## config.mk

```make
export PLATFORM = sky130hd
export DESIGN_NAME = regfile_bus_master
export DESIGN_NICKNAME = d
export VERILOG_FILES = /design/src/rtl/regfile_bus_master.sv
export SDC_FILE = /design/constraint.sdc
export NUM_CORES = 1
export LEC_CHECK = 0
export CAP_MARGIN = 20
export CORE_ASPECT_RATIO = 2
export CORE_UTILIZATION = 45
export DETAILED_ROUTE_END_ITERATION = 10
export GPL_TIMING_DRIVEN = 0
export MAX_ROUTING_LAYER = met4
export PLACE_DENSITY = 0.79
export SKIP_LAST_GASP = 1
export SYNTH_ARGS = -nofsm -noshare
export SYNTH_HDL_FRONTEND = slang
export SYNTH_SLANG_ARGS = --single-unit
```

## constraint.sdc

```tcl
create_clock -name In_Clock_50MHz -period 2.4 [get_ports In_Clock_50MHz]
set_clock_uncertainty 0.15 [all_clocks]
set_input_delay 0.6 -clock In_Clock_50MHz [delete_from_list [all_inputs] [get_ports In_Clock_50MHz]]
set_output_delay 0.6 -clock In_Clock_50MHz [all_outputs]
set_load 0.005 [all_outputs]
```

## src/rtl/regfile_bus_master.sv

```systemverilog
// Burst initiator for the register file bus: takes write/read burst commands,
// issues one register-file beat per cycle and returns read data as a stream.
module regfile_bus_master #(
    parameter int P_RegWidth    = 8,
    parameter int P_BitWidth    = 8,
    parameter int P_ReadLatency = 1,
    localparam int AW = (P_RegWidth > 1) ? $clog2(P_RegWidth) : 1
) (
    input  logic                  In_Clock_50MHz,
    input  logic                  In_Reset,
    input  logic                  In_CmdValid,
    output logic                  Out_CmdReady,
    input  logic                  In_CmdWrite,
    input  logic [AW-1:0]         In_CmdAddress,
    input  logic [AW-1:0]         In_CmdLength,
    input  logic                  In_WrDataValid,
    output logic                  Out_WrDataReady,
    input  logic [P_BitWidth-1:0] In_WrData,
    output logic                  Out_RdDataValid,
    output logic [P_BitWidth-1:0] Out_RdData,
    output logic                  Out_RdLast,
    output logic [AW-1:0]         Out_Address,
    output logic [P_BitWidth-1:0] Out_WriteData,
    output logic                  Out_Write,
    output logic                  Out_Read,
    input  logic [P_BitWidth-1:0] In_ReadData,
    output logic                  Out_Busy
);

    typedef enum logic [1:0] {IDLE, WRITE, READ_ISSUE, READ_DRAIN} state_t;

    localparam logic [AW-1:0] LAST_ADDR = AW'(P_RegWidth - 1);

    // Register index increment that wraps at the file size, not at 2**AW.
    function automatic logic [AW-1:0] addr_inc(input logic [AW-1:0] a);
        return (a == LAST_ADDR) ? '0 : a + 1'b1;
    endfunction

    state_t                state_q, state_d;
    logic [AW-1:0]         addr_q, addr_d;
    logic [AW-1:0]         count_q, count_d;
    logic                  rd_last_q;
    logic                  write_d, read_d, rd_last_d;
    logic [AW-1:0]         bus_addr_d;
    logic [P_BitWidth-1:0] wdata_d;
    logic                  cmd_fire, beat_fire;
    logic                  tap_vld, tap_last, rd_pipe_busy;

    assign Out_CmdReady    = (state_q == IDLE);
    assign Out_WrDataReady = (state_q == WRITE);
    assign cmd_fire        = In_CmdValid & Out_CmdReady;
    assign beat_fire       = In_WrDataValid & Out_WrDataReady;
    assign Out_Busy        = (state_q != IDLE) | Out_Write | Out_Read | rd_pipe_busy;

    // State register.
    always_ff @(posedge In_Clock_50MHz) begin
        if (In_Reset) state_q <= IDLE;
        else          state_q <= state_d;
    end

    // Next-state selection.
    always_comb begin
        state_d = state_q;
        case (state_q)
            IDLE:       if (cmd_fire) state_d = In_CmdWrite ? WRITE : READ_ISSUE;
            WRITE:      if (beat_fire && count_q == '0) state_d = IDLE;
            READ_ISSUE: if (count_q == '0) state_d = (Out_Read | rd_pipe_busy) ? READ_DRAIN : IDLE;
            READ_DRAIN: if (Out_RdDataValid & Out_RdLast) state_d = IDLE;
            default:    state_d = IDLE;
        endcase
    end

    // Beat decisions: what goes on the bus next cycle and how the burst cursor moves.
    always_comb begin
        write_d    = 1'b0;
        read_d     = 1'b0;
        rd_last_d  = 1'b0;
        bus_addr_d = Out_Address;
        wdata_d    = Out_WriteData;
        addr_d     = addr_q;
        count_d    = count_q;
        case (state_q)
            IDLE: begin
                if (cmd_fire) begin
                    count_d = In_CmdLength;
                    if (In_CmdWrite) begin
                        addr_d = In_CmdAddress;
                    end else begin
                        // First read goes out on the cycle right after acceptance.
                        read_d     = 1'b1;
                        rd_last_d  = (In_CmdLength == '0);
                        bus_addr_d = In_CmdAddress;
                        addr_d     = addr_inc(In_CmdAddress);
                    end
                end
            end
            WRITE: begin
                if (beat_fire) begin
                    write_d    = 1'b1;
                    bus_addr_d = addr_q;
                    wdata_d    = In_WrData;
                    addr_d     = addr_inc(addr_q);
                    count_d    = count_q - 1'b1;
                end
            end
            READ_ISSUE: begin
                // count_q holds reads still to issue after the one now on the bus.
                if (count_q != '0) begin
                    read_d     = 1'b1;
                    rd_last_d  = (count_q == AW'(1));
                    bus_addr_d = addr_q;
                    addr_d     = addr_inc(addr_q);
                    count_d    = count_q - 1'b1;
                end
            end
            default: ;
        endcase
    end

    // Bus strobes and registered bus address/data.
    always_ff @(posedge In_Clock_50MHz) begin
        if (In_Reset) begin
            Out_Write     <= 1'b0;
            Out_Read      <= 1'b0;
            rd_last_q     <= 1'b0;
            Out_Address   <= '0;
            Out_WriteData <= '0;
        end else begin
            Out_Write     <= write_d;
            Out_Read      <= read_d;
            rd_last_q     <= rd_last_d;
            Out_Address   <= bus_addr_d;
            Out_WriteData <= wdata_d;
        end
    end

    // Burst cursor; always loaded on command acceptance before use.
    always_ff @(posedge In_Clock_50MHz) begin
        addr_q  <= addr_d;
        count_q <= count_d;
    end

    if (P_ReadLatency == 0) begin : g_lat0
        assign tap_vld      = Out_Read;
        assign tap_last     = rd_last_q;
        assign rd_pipe_busy = 1'b0;
    end else begin : g_pipe
        logic [P_ReadLatency-1:0] vld_p, last_p;

        // Outstanding-read valid tags; cleared by reset so late returns are dropped.
        always_ff @(posedge In_Clock_50MHz) begin
            if (In_Reset) begin
                vld_p <= '0;
            end else begin
                vld_p[0] <= Out_Read;
                for (int i = 1; i < P_ReadLatency; i++) vld_p[i] <= vld_p[i-1];
            end
        end

        // Last-beat marker travelling alongside the valid tags.
        always_ff @(posedge In_Clock_50MHz) begin
            last_p[0] <= rd_last_q;
            for (int i = 1; i < P_ReadLatency; i++) last_p[i] <= last_p[i-1];
        end

        assign tap_vld      = vld_p[P_ReadLatency-1];
        assign tap_last     = last_p[P_ReadLatency-1];
        assign rd_pipe_busy = |vld_p;
    end

    // Read return stream: capture register-file data when its tag arrives.
    always_ff @(posedge In_Clock_50MHz) begin
        if (In_Reset) begin
            Out_RdDataValid <= 1'b0;
            Out_RdLast      <= 1'b0;
            Out_RdData      <= '0;
        end else begin
            Out_RdDataValid <= tap_vld;
            Out_RdLast      <= tap_vld & tap_last;
            if (tap_vld) Out_RdData <= In_ReadData;
        end
    end

endmodule
```

==> results.ini <==
[job]
max_cap_viol_count = 0

[floorplan]
start_util = 0.478
core_um2 = 3230
io_pins = 53
chipHeight_um = 84.9
floorplan.die.width_um = 43.4
dieArea_um2 = 3690
num_rows = 29

[drt]
drc = 11
detail-route-antenna-nets = 0
post_drt_wl_per_cell_um = 14.9
drt_first_pass_iters = 7
viasPerCell = 5.45
drtIter0Drc = 36
vias = 1363
wl_mm = 3.73

[setup_path]
arrival_ns = 1.56
worstSetupPathType = flip-flop to output pin
end_kind = output pin
cp_max_fo = 10
crit_required_ns = 1.65
cp-start-kind = flip-flop

[pwr]
comb_power_share = 0.453
p_switching_uw = 790
p_clk_frac = 0.186
power_density_nw_per_um2 = 1040
swShare = 0.341
internal-power_uw = 1530
seq_power_share = 0.362
irDropWorstVdd_v = 0.000787
power_leakage_uw = 0.000855

[clock_network]
clk_path_buf_depth = 2
cts_tree = built
cts-buffers-inserted = 5
cts_max_level = 2
path_clk_slew_ns = 0.07
worstSkewPairLatency_ns = 0.28
clock_sinks = 34
cts_root_buf = clkbuf_8

[timing]
period_share = 0.961
setup_slack_ns = 0.0932
slew_violations = 0
finalSetupViolations = 0
fmax_ghz = 0.434
timing.final.crit_period_ns = 2.31
max_slew.worst_pin.slew_ns = 0.490
grt_setup_unrepaired = no
slew-limit-headroom = 0.673
hold_viol = 0

[yosys]
synth-seq-cells = 34
ys_warn_count = 0
synth-seq-area-share = 0.479
synth-compound-area-share = 0.127
muxShareOfSynthArea = 0.0980
synth-simple-area-share = 0.152
synth_cells = 156
syn_area_per_cell_um2 = 9.91
syn-num-nets = 195
synth-xor-area-share = 0.00567
synth.distinct_cells = 27
syn_area_um2 = 1550
synthAdderAreaFrac = 0.0972
synth_top_family_by_area = simple AND/OR/NAND/NOR gates

[place]
numPortBuffers = 50
dp.cells = 237
hpwl_mm = 2.85
place_congestion = 0.734
post-place-ws_ns = -0.185

[grt]
grt_pass1_vias = 1467
gr-total-overflow = 0
antenna_found_initial = 0
grt_pass1_wl_mm = 6.15
grt_use_total = 0.228
grt_max_degree = 13

[status]
outcome = finished, violations left
violations = DRC

[finish]
area_growth_pct = 43.7
diodes = 0
final.fill_count = 253
fin_util = 0.688
multi_input_area_um2 = 744
nets = 257
seqCellArea_um2 = 743
layout_common_cells = 50 x clkdlybuf4s50_1, 26 x dfxtp_1, 19 x a21oi_1
instances_no_fill = 250
final_common_cell = clkdlybuf4s50_1
drive_above_1_share = 0.0913

[hold_path]
hp-class = flip-flop to flip-flop

[per-layer routing]
layer  GRT usage  routed length, um
met2       0.430               2200
met1       0.192               1210
met3      0.0532                219
met4       0.119                 97
met5           -                  0
[area by class of cell]
class / count / area share
Buffer: 8 / 0.0158
Clock buffer: 7 / 0.0389
Multi-Input combinational cell: 106 / 0.335
Tap cell: 31 / 0.0175
Inverter: 8 / 0.0135
Sequential cell: 34 / 0.335
Clock inverter: 1 / 0.00225
Timing Repair Buffer: 55 / 0.242
[power groups by stage]
| stage | clock network [uW] | logic [uW] | registers [uW] |
|---|---|---|---|
| 6_report | 430 | 1050 | 838 |
| 3_3_place_gp | 0 | 905 | 834 |
| 2_1_floorplan | 0 | 596 | 832 |
| 4_1_cts | 433 | 967 | 833 |
| 3_5_place_dp | 0 | 950 | 844 |
| 5_1_grt | 459 | 1150 | 856 |
[critical path, stage by stage (launching register included)]
cell and delay, ns:
dfxtp_1 0.30, clkbuf_4 0.20, nor2_1 0.22, nand3b_1 0.10, clkdlybuf4s50_1 0.45
[kinds of logic (layout without fill, tap and decap cells)]
| family | Yosys count | in the layout |
|---|---|---|
| xor+xnor | 1 | 1 |
| simple gates | 48 | 48 |
| mux | 15 | 15 |
| buf+inv | 16 | 79 |
| compound gates | 30 | 30 |
| fa+ha+maj | 12 | 12 |
| flops | 34 | 34 |
[through the flow]
stage                     TNS (ns)  hold WS [ns]  area [um2]  total power [uW]
after floorplan                  0         0.160        1550              1430
after global placement      -0.405         0.161        2080              1740
after detailed placement    -0.726         0.172        2080              1790
after CTS                        0         0.188        2180              2230
after global routing             0         0.202        2220              2460
final                            0         0.187        2220              2320
[registers in the layout, summed over array words and instances (netlist names)]
name	count
Out_Address	3
Out_RdData	8
Out_RdDataValid	1
Out_RdLast	1
Out_Read	1
Out_Write	1
Out_WriteData	8
addr_q	3
count_q	3
g_pipe.last_p	1
g_pipe.vld_p	1
rd_last_q	1
state_q	2
[final timing paths]
kind | startpoint | end | slack (ns) | cells past startpoint
max | g_pipe.vld_p$_SDFF_PP0_ | Out_Busy | 0.09 | 4
min | rd_last_q$_SDFF_PP0_ | g_pipe.last_p$_DFF_P_ | 0.19 | 0
max reg2reg | state_q[0]$_SDFFE_PP0P_ | Out_Address[0]$_SDFFE_PP0P_ | 0.30 | 7
min reg2reg | rd_last_q$_SDFF_PP0_ | g_pipe.last_p$_DFF_P_ | 0.19 | 0
[Yosys cell counts]
library cell	count	area share
buf_2	2	0.0065
nor4_1	1	0.0041
nand2_1	15	0.036
clkbuf_1	6	0.015
nor2b_1	3	0.012
mux2i_1	14	0.091
xnor2_1	1	0.0057
mux2_2	1	0.0073
o21ai_0	3	0.0097
and3b_1	1	0.0057
inv_1	8	0.019
a311oi_1	5	0.028
nor3_1	1	0.0032
nand3_1	8	0.026
and4bb_2	1	0.0081
dfxtp_1	28	0.36
and2_1	1	0.0041
nor3b_1	1	0.0049
nand2b_1	1	0.0041
a2111oi_4	1	0.018
a22oi_1	1	0.0049
edfxtp_1	6	0.12
ha_1	12	0.097
a21oi_1	19	0.062
o21a_1	1	0.0049
nand3b_1	3	0.015
nor2_1	12	0.029
[what timing repair did]
item / CTS / global route
gates resized for setup: 1 / 3
pin swaps: 0 / 1
setup buffers: 0 / 5
hold buffers: 0 / 0
setup endpoints to repair: 1 / 4
(Power assumes the default switching activity.)
